File: src/rtl/fifo_wr_arbiter.sv
// fifo_wr_arbiter: round-robin arbiter multiplexing NUM_REQ burst requesters
// onto one FIFO write port. A grant is decided in IDLE, which costs a
// one-cycle bubble, and is held in BURST until the owner's last beat or
// MAX_BURST beats. Grants are never preempted.
//
// Ports:
//   clk         clock, all state on the rising edge
//   reset       synchronous, active-high
//   req_valid   per-requester beat valid
//   req_last    per-requester last beat of burst
//   req_data    requester i at bits [i*DATA_WIDTH +: DATA_WIDTH]
//   req_ready   beat accepted for requester i (owner only, same cycle)
//   fifo_full   full flag from the FIFO
//   fifo_wr_en  FIFO write enable (one entry per accepted beat)
//   fifo_wdata  FIFO write data (owner's data in BURST, 0 otherwise)
//   grant_id    index of the current or most recent owner
//   busy        high while in BURST
module fifo_wr_arbiter #(
   parameter int unsigned NUM_REQ     = 4,
   parameter int unsigned DATA_WIDTH  = 5,
   parameter int unsigned MAX_BURST   = 8,
   parameter int unsigned BURST_WIDTH = 4,
   parameter int unsigned ID_WIDTH    = 2
) (
   input  logic                          clk,
   input  logic                          reset,
   input  logic [NUM_REQ-1:0]            req_valid,
   input  logic [NUM_REQ-1:0]            req_last,
   input  logic [NUM_REQ*DATA_WIDTH-1:0] req_data,
   output logic [NUM_REQ-1:0]            req_ready,
   input  logic                          fifo_full,
   output logic                          fifo_wr_en,
   output logic [DATA_WIDTH-1:0]         fifo_wdata,
   output logic [ID_WIDTH-1:0]           grant_id,
   output logic                          busy
);

   localparam logic [0:0] IDLE  = 1'b0;
   localparam logic [0:0] BURST = 1'b1;

   localparam logic [BURST_WIDTH-1:0] BEAT_LAST = BURST_WIDTH'(MAX_BURST - 1);
   localparam logic [ID_WIDTH-1:0]    ID_MAX    = ID_WIDTH'(NUM_REQ - 1);

   logic [0:0]             state, state_nxt;
   logic [ID_WIDTH-1:0]    rr_ptr, rr_ptr_nxt;
   logic [ID_WIDTH-1:0]    grant_nxt;
   logic [BURST_WIDTH-1:0] beat_cnt, beat_cnt_nxt;

   logic                   own_valid;
   logic                   own_last;
   logic [DATA_WIDTH-1:0]  own_data;
   logic                   xfer;
   logic                   burst_end;

   logic [2*NUM_REQ-1:0]   valid_dbl;
   logic [NUM_REQ-1:0]     valid_rot;
   logic                   any_valid;
   logic [ID_WIDTH-1:0]    winner;

   // Select the current owner's request signals.
   always_comb begin
      own_valid = 1'b0;
      own_last  = 1'b0;
      own_data  = '0;
      for (int unsigned i = 0; i < NUM_REQ; i++) begin
         if (grant_id == ID_WIDTH'(i)) begin
            own_valid = req_valid[i];
            own_last  = req_last[i];
            own_data  = req_data[i*DATA_WIDTH +: DATA_WIDTH];
         end
      end
   end

   // Circular search from rr_ptr: rotate valids so rr_ptr lands on bit 0,
   // take the lowest set bit, then map the offset back to a requester index.
   assign valid_dbl = {req_valid, req_valid} >> rr_ptr;
   assign valid_rot = valid_dbl[NUM_REQ-1:0];

   always_comb begin
      int unsigned sum;
      any_valid = 1'b0;
      winner    = rr_ptr;
      sum       = 0;
      for (int unsigned k = 0; k < NUM_REQ; k++) begin
         if (!any_valid && valid_rot[k]) begin
            any_valid = 1'b1;
            sum       = 32'(rr_ptr) + k;
            if (sum >= NUM_REQ) begin
               sum = sum - NUM_REQ;
            end
            winner = ID_WIDTH'(sum);
         end
      end
   end

   assign xfer      = (state == BURST) && own_valid && !fifo_full;
   assign burst_end = xfer && (own_last || (beat_cnt == BEAT_LAST));

   // Next-state and next-register logic.
   always_comb begin
      state_nxt    = state;
      grant_nxt    = grant_id;
      beat_cnt_nxt = beat_cnt;
      rr_ptr_nxt   = rr_ptr;
      case (state)
         IDLE: begin
            if (any_valid) begin
               state_nxt    = BURST;
               grant_nxt    = winner;
               beat_cnt_nxt = '0;
            end
         end
         BURST: begin
            if (xfer) begin
               beat_cnt_nxt = beat_cnt + BURST_WIDTH'(1);
            end
            if (burst_end) begin
               state_nxt  = IDLE;
               rr_ptr_nxt = (grant_id == ID_MAX) ? '0 : grant_id + ID_WIDTH'(1);
            end
         end
         default: begin
            state_nxt = IDLE;
         end
      endcase
   end

   // State registers; reset overrides any in-flight burst.
   always_ff @(posedge clk) begin
      if (reset) begin
         state    <= IDLE;
         rr_ptr   <= '0;
         grant_id <= '0;
         beat_cnt <= '0;
      end else begin
         state    <= state_nxt;
         rr_ptr   <= rr_ptr_nxt;
         grant_id <= grant_nxt;
         beat_cnt <= beat_cnt_nxt;
      end
   end

   // Handshake outputs follow fifo_full in the same cycle; they are forced
   // low during reset so a burst being torn down cannot write.
   always_comb begin
      req_ready  = '0;
      fifo_wr_en = 1'b0;
      fifo_wdata = '0;
      if ((state == BURST) && !reset) begin
         fifo_wr_en = xfer;
         fifo_wdata = own_data;
         for (int unsigned i = 0; i < NUM_REQ; i++) begin
            req_ready[i] = (grant_id == ID_WIDTH'(i)) && !fifo_full;
         end
      end
   end

   assign busy = (state == BURST);

endmodule
File: config.mk
export PLATFORM = sky130hd
export DESIGN_NAME = fifo_wr_arbiter
export DESIGN_NICKNAME = d
export VERILOG_FILES = /design/src/rtl/fifo_wr_arbiter.sv
export SDC_FILE = /design/constraint.sdc
export NUM_CORES = 1
export LEC_CHECK = 0
export CAP_MARGIN = 10
export CORE_ASPECT_RATIO = 1.75
export CORE_MARGIN = 4
export CORE_UTILIZATION = 35
export DETAILED_ROUTE_END_ITERATION = 7
export PLACE_DENSITY = 0.86
export RECOVER_POWER = 100
export SETUP_SLACK_MARGIN = 0.05
export SLEW_MARGIN = 10
export SYNTH_ARGS = -nofsm -noshare
export SYNTH_HDL_FRONTEND = slang
export SYNTH_SLANG_ARGS = --single-unit
File: constraint.sdc
create_clock -name clk -period 1.9 [get_ports clk]
set_input_delay 0.57 -clock clk [delete_from_list [all_inputs] [get_ports clk]]
set_output_delay 0.57 -clock clk [all_outputs]
set_load 0.02 [all_outputs]
---- Word-level counts from Yosys, hierarchy flattened ----
Index checks and enable logic that the tools add are counted.
word-level totals
  output and inout port bits .............. 13
  word-level logic and storage cells ...... 80
  flip-flop bits (word level) ............. 9
  input port bits ......................... 31
cells by class
  eq/ne operators ......................... 6
  reductions and logical operators ........ 21
  bitwise operators ....................... 1
  $add $sub $neg .......................... 9
  shift operators ......................... 1
  $lt $le $gt $ge ......................... 4
  mux-type cells .......................... 34
operators by type and width
  operator               count
  $mux W5                5
  $mux W2                9
  $mux W1                15
  $mux W4                3
  $logic_and A1 B1 Y1    11
  $ge A3 B3 Y1 const B   3
  $pmux W4 S2            1
  $shr A8 B2 Y4          1
  $sub A2 B1 Y2 const B  4
  $add A2 B2 Y3 const B  2
  $reduce_and A2 Y1      3
  $logic_not A1 Y1       5
  $add A4 B1 Y4 const B  1
  $eq A2 B2 Y1 const B   2
  $eq A4 B3 Y1 const B   1
  $add A2 B1 Y3 const B  1
  $ge A2 B3 Y1 const B   1
  $add A2 B1 Y2 const B  1
  $eq A2 B1 Y1 const B   1
  $logic_not A2 Y1       1
  $ne A2 B1 Y1 const B   1
  $ne A2 B2 Y1 const B   1
  $pmux W1 S2            1
  $logic_or A1 B1 Y1     1
  $not A1 Y1             1

---- Longest topological paths before layout ----
  depth after elaboration ................. 13
  mapped depth ............................ 8
  depth with buffers taken out ............ 6

---- Worst setup path after synthesis ----
Ideal clock, no wire load.
  path type ............................... register to output
  start ................................... register grant_id[1]
  end ..................................... output fifo_wr_en
  path slack .............................. -0.566 ns
  required time ........................... 1.330 ns
  arrival ................................. 1.896 ns
  buffers on the path ..................... 2
  stages on the path, launching flop included .. 8
  cell sequence ........................... dfxtp_1 > inv_1 > ha_1 > buf_6 > nand3b_4 > a211o_1 > buf_6 > nor3_1
between the ends
  word-level cells in the longest chain between the ends .. 8
  elaborated cells between the ends (all ways) .. 11
  classes of those cells .................. eq/ne (3); mux (5); reduce/logical (3)
RTL lines
  item                                   line  text
  from (decl)                            34    output logic [ID_WIDTH-1:0] grant_id,
  from (signal assigned)                 138   grant_id <= grant_nxt;
  $logic_not A2 Y1                       66    if (grant_id == ID_WIDTH'(i)) begin
  $mux W1 (3 in series)                  66
  $mux W1 (*)                            66
  $logic_and A1 B1 Y1 (*) (2 in series)  96    assign xfer = (state == BURST) && own_valid && !fifo_full;
  $mux W1 (*)                            149   if ((state == BURST) && !reset) begin
  to (decl)                              32    output logic fifo_wr_en,
Mark *: on every way between the ends. The rest lies on a longest branch, timed or not.

---- Worst setup path after layout ----
  start ................................... register grant_id[1]
  end ..................................... output fifo_wdata[4]
between the ends
  word-level cells in the longest chain between the ends .. 6
  elaborated cells between the ends (all ways) .. 9
  classes of those cells .................. eq/ne (3); mux (5); reduce/logical (1)
RTL lines
  item                   line  text
  $logic_not A2 Y1       66
  $mux W5 (3 in series)  66
  $mux W5 (*)            66
  $mux W5 (*)            149
  to (decl)              33    output logic [DATA_WIDTH-1:0] fifo_wdata,
Marked as above.

==> results <==
- The total iterations of the first detailed-routing run is 4.
- The HPWL after detailed placement is 2590 microns.
- The delay of the slowest critical-path stage is 0.37 ns.
- The clock tree from TritonCTS is built.
- Of the total synthesized cell area, the portion taken by XOR and XNOR cells is 0.
- Max-cap violations in this run came to 0.
- The starting density of the core is 0.369.
- For this run, the share of the core covered by cells in the final layout is 0.754.
- The total congestion overflow is 0.
- After synthesis, the cell types taking the most area are sky130_fd_sc_hd__dfxtp_1 (21%), sky130_fd_sc_hd__a21oi_1 (7.6%), sky130_fd_sc_hd__ha_1 (7.3%).
- The path class of the tightest hold or removal check is register to register.
- The max-slew headroom at the worst pin is 0.803.
- met2 is the most crowded layer.
- The endpoint type of the worst setup path is a primary output.
- The weighted congestion reported at the end of routability-driven placement is 0.836.
- The number of ports placed on the die boundary is 44.
- The maximum level of the CTS H-tree is 1.
- The floorplan step defined a core boundary enclosing about 0.0023 sq mm.
- The clock sink total is 9.
- Of the total synthesized cell area, the portion taken by AND, OR, NAND and NOR gates is 0.262.
- The fraction of final layout cells sized beyond drive strength 1 is 0.428.
- The met2 capacity usage during global routing is 0.415.
- The post-detailed-route via-to-cell ratio is around 5.6.
- The number of cells in the finished layout apart from fillers is just over 200.
- Input and output buffers added on the ports amount to 43.
- The routed wire length is around 3500 microns.
- The number of antenna violations at the first check in global routing came to 0.
- The required time at the endpoint of the critical path is approximately 1.3 ns.
- 0 antenna diodes ended up in the layout.
- STA classifies the critical path startpoint as a register.
- After synthesis, the largest family of logic cells by area is compound AO/OA/AOI/OAI gates.
- The final hold violation count is 0.
- The worst-case IR drop observed on VDD is between 0.0005 and 0.0006 V.
- The number of nets in the synthesized netlist is between 100 and 150.
- The maximum number of pins on one net before global-route repair is 10.
- The cell type of the slowest stage on the worst timing path is sky130_fd_sc_hd__dfxtp_4.
- The final reports fail on setup timing.
- The longest clock path from root to sink contains 2 buffers.
- The cell type with the highest aggregate area in the netlist is sky130_fd_sc_hd__dfxtp_1.
- The area of the die is 0.00335 sq mm.
- The root buffer cell chosen for the clock tree is sky130_fd_sc_hd__clkbuf_8.
- The y dimension of the die is 73.6 microns.
- The met1 usage is 0.195.
- The number of placement rows is 23.
- The aggregate negative setup slack is -2.22 ns.
- The relative area change from synthesis to final layout is 104%.
- The cell class contributing the biggest share of worst-path delay is compound AO/OA/AOI/OAI gates.
- The number of CTS-inserted buffers is 3.
- Yosys printed 0 warnings.
- The initial DRC count is 34.
- Data on the critical path arrives at its endpoint at about 1.7 ns.
- Setup violations remaining at the end of the flow were counted as 8.
- At the pin with the least slew margin, the transition time is approximately 0.3 ns.
- The number of global-route vias before repair was roughly 1200.
- The total DRC errors in the routed layout is 0.
- The run finished, with violations left.
- Derived from the worst setup path, the maximum achievable clock frequency is ~0.44 GHz.
- The class of the most critical setup path is register to primary output.
- The sequential share of the synthesized area is 0.209.
- The synthesized-area fraction occupied by ao, oa, aoi and oai cells came to 0.334.
- In this run, distinct cell masters in the synthesized netlist total 35.
- The minimum setup slack after placement is -0.942 ns.
- Once routing completed, OpenROAD measured the worst setup slack at -0.369 ns.
- The clock arrives with 0.00367 ns of skew.
- The analysis attributes to cell leakage a power of about 0.72 nW.
- Of the total synthesized cell area, the portion taken by full adders, half adders and majority gates is 0.0727.
- Setup repair after global routing could not meet its margin everywhere.
- In the global route stage, met3 resource usage came out at 0.0343.
- Dividing the detail-routed wire length by the instance count gives 17.2 microns.
- The mean post-synth cell area is ~7.7 sq um.
- The clock latency on the worst-skew pair is about 0.24 ns.
- The proportion of netlist area held by the largest area contributor is 0.209.
- The worst path in the final design needs a cycle of 2.27 ns, including I/O delays and setup.
- After clock tree synthesis, the clock-pin slew on the worst setup and hold paths is 0.05 ns.
- Together, buffers and inverters on the worst path number 2.
- The worst hold-check slack is 0.502 ns.
- The first global-routing pass estimated roughly 5300 microns of wire.
- The post-synthesis sequential element count is 9.
- Once detail routing completed, the nets flagged for antenna violations numbered 0.
- The number of instances in the placed design is ~200.
- The total global routing track utilization is 0.212.
- In the synthesized netlist, the number of instances is around 110.
- The synthesized netlist occupies a cell area of 861 sq um.
- Detailed routing inserted a total of ~1200 vias.
- The portion of netlist area occupied by mux cells is 0.0247.
- Of the available clock period, the critical path in the final layout requires 1.19.
- Along the worst path, the maximum fanout reaches 5.
- The die is between 40 and 50 microns wide.
- The critical path goes through inv_4 -> ha_4 -> nor2b_4 -> a221oi_2 -> a211o_1 -> a21oi_4 -> buf_6.
- Power spread over the standard cell area amounts to approximately 600 mW/mm^2.
- The number of slew-limit violations in the final report came to 0.
- The number of nets in the finished design is roughly 220.
[final timing paths]
path | from | endpoint | slack (ns) | cells past startpoint
max | grant_id[1] | fifo_wdata[4] | -0.37 | 7
min | beat_cnt[3] | beat_cnt[3] | 0.50 | 2
max reg2reg | grant_id[1] | rr_ptr[0] | -0.07 | 7
min reg2reg | beat_cnt[3] | beat_cnt[3] | 0.50 | 2
[kinds of logic after synthesis]
family	Yosys count
multiplexers	2
AO/OA/AOI/OAI	40
AND/OR/NAND/NOR	38
buffers and inverters	18
flip-flops	9
adder cells (fa/ha/maj)	5
[routing by layer]
metal | up-vias | share of wire
li1 | 547 | -
met1 | 538 | 0.33
met2 | 61 | 0.57
met3 | 9 | 0.077
met4 | 0 | 0.022
met5 | - | 0
[power breakdown]
part / switching [W] / internal, W / leakage (nW)
combinational: 0.000286 / 0.000318 / 0.625
sequential: 0.0000209 / 0.000204 / 0.0747
clock: 0.0000817 / 0.000147 / 0.0228
[worst reg2reg max path, delay by kind of cell (launching register included)]
kind | cells | cell delay [ns]
compound gates | 3 | 0.70
flops | 1 | 0.37
mux | 1 | 0.34
buf+inv | 2 | 0.24
fa+ha+maj | 1 | 0.20
[flip-flops by register name, summed over array words and instances (netlist names)]
| name | count |
|---|---|
| beat_cnt | 4 |
| grant_id | 2 |
| rr_ptr | 2 |
| busy | 1 |
[stage by stage]
stage	power [W]	cell area, sq um
floorplan	0.000515	978
global placement	0.000724	1560
detailed placement	0.000738	1560
CTS	0.00101	1680
global route	0.00112	1760
finish	0.00106	1760
[Yosys cell counts]
cell type                    n
sky130_fd_sc_hd__a211o_1     6
sky130_fd_sc_hd__a211oi_1    3
sky130_fd_sc_hd__a211oi_2    1
sky130_fd_sc_hd__a21o_1      1
sky130_fd_sc_hd__a21oi_1    13
sky130_fd_sc_hd__a221o_1     1
sky130_fd_sc_hd__a221oi_1    5
sky130_fd_sc_hd__a32oi_1     1
sky130_fd_sc_hd__and2_1      4
sky130_fd_sc_hd__buf_2       1
sky130_fd_sc_hd__buf_6       2
sky130_fd_sc_hd__clkbuf_1    4
sky130_fd_sc_hd__dfxtp_1     9
sky130_fd_sc_hd__ha_1        5
sky130_fd_sc_hd__inv_1      11
sky130_fd_sc_hd__mux2_1      1
sky130_fd_sc_hd__mux2i_1     1
sky130_fd_sc_hd__nand2_1     7
sky130_fd_sc_hd__nand2b_1    6
sky130_fd_sc_hd__nand3_1     1
sky130_fd_sc_hd__nand3b_1    1
sky130_fd_sc_hd__nand3b_4    1
sky130_fd_sc_hd__nor2_1      3
sky130_fd_sc_hd__nor2b_1     6
sky130_fd_sc_hd__nor3_1      4
sky130_fd_sc_hd__nor3b_1     1
sky130_fd_sc_hd__o2111ai_1   1
sky130_fd_sc_hd__o211ai_1    2
sky130_fd_sc_hd__o21a_1      1
sky130_fd_sc_hd__o21ai_0     1
sky130_fd_sc_hd__o21bai_1    1
sky130_fd_sc_hd__o22ai_1     1
sky130_fd_sc_hd__o31ai_1     2
sky130_fd_sc_hd__or3_1       2
sky130_fd_sc_hd__or4_1       2
[cell type report]
| type | count | area, sq um |
|---|---|---|
| clock buffer | 4 | 45.0 |
| fill | 170 | 573 |
| inverter | 11 | 46.3 |
| multi-input combinational | 85 | 797 |
| sequential | 9 | 188 |
| tap | 25 | 31.3 |
| timing repair buffer | 71 | 651 |
[what timing repair did]
item                                    in CTS  in global routing
cloned                                       0                  0
endpoints found under the setup margin      20                 16
resized for setup                           84                 13
pin swaps                                    7                  6
hold buffers                                 0                  0
buffers inserted                             1                  4
[placed cells by master, fill, tap and decap left out, types with 6 or more instances in the layout]
| cell | synthesis | final |
|---|---|---|
| sky130_fd_sc_hd__clkdlybuf4s50_1 | 0 | 23 |
| sky130_fd_sc_hd__nand2_1 | 7 | 7 |
| sky130_fd_sc_hd__buf_4 | 0 | 23 |
| sky130_fd_sc_hd__inv_1 | 11 | 9 |
| sky130_fd_sc_hd__a211o_1 | 6 | 6 |
| sky130_fd_sc_hd__a21oi_1 | 13 | 6 |
| sky130_fd_sc_hd__dfxtp_1 | 9 | 7 |
| sky130_fd_sc_hd__dlygate4sd2_1 | 0 | 8 |
| sky130_fd_sc_hd__buf_6 | 2 | 13 |
No activity file was read; power rests on OpenSTA's default activity.
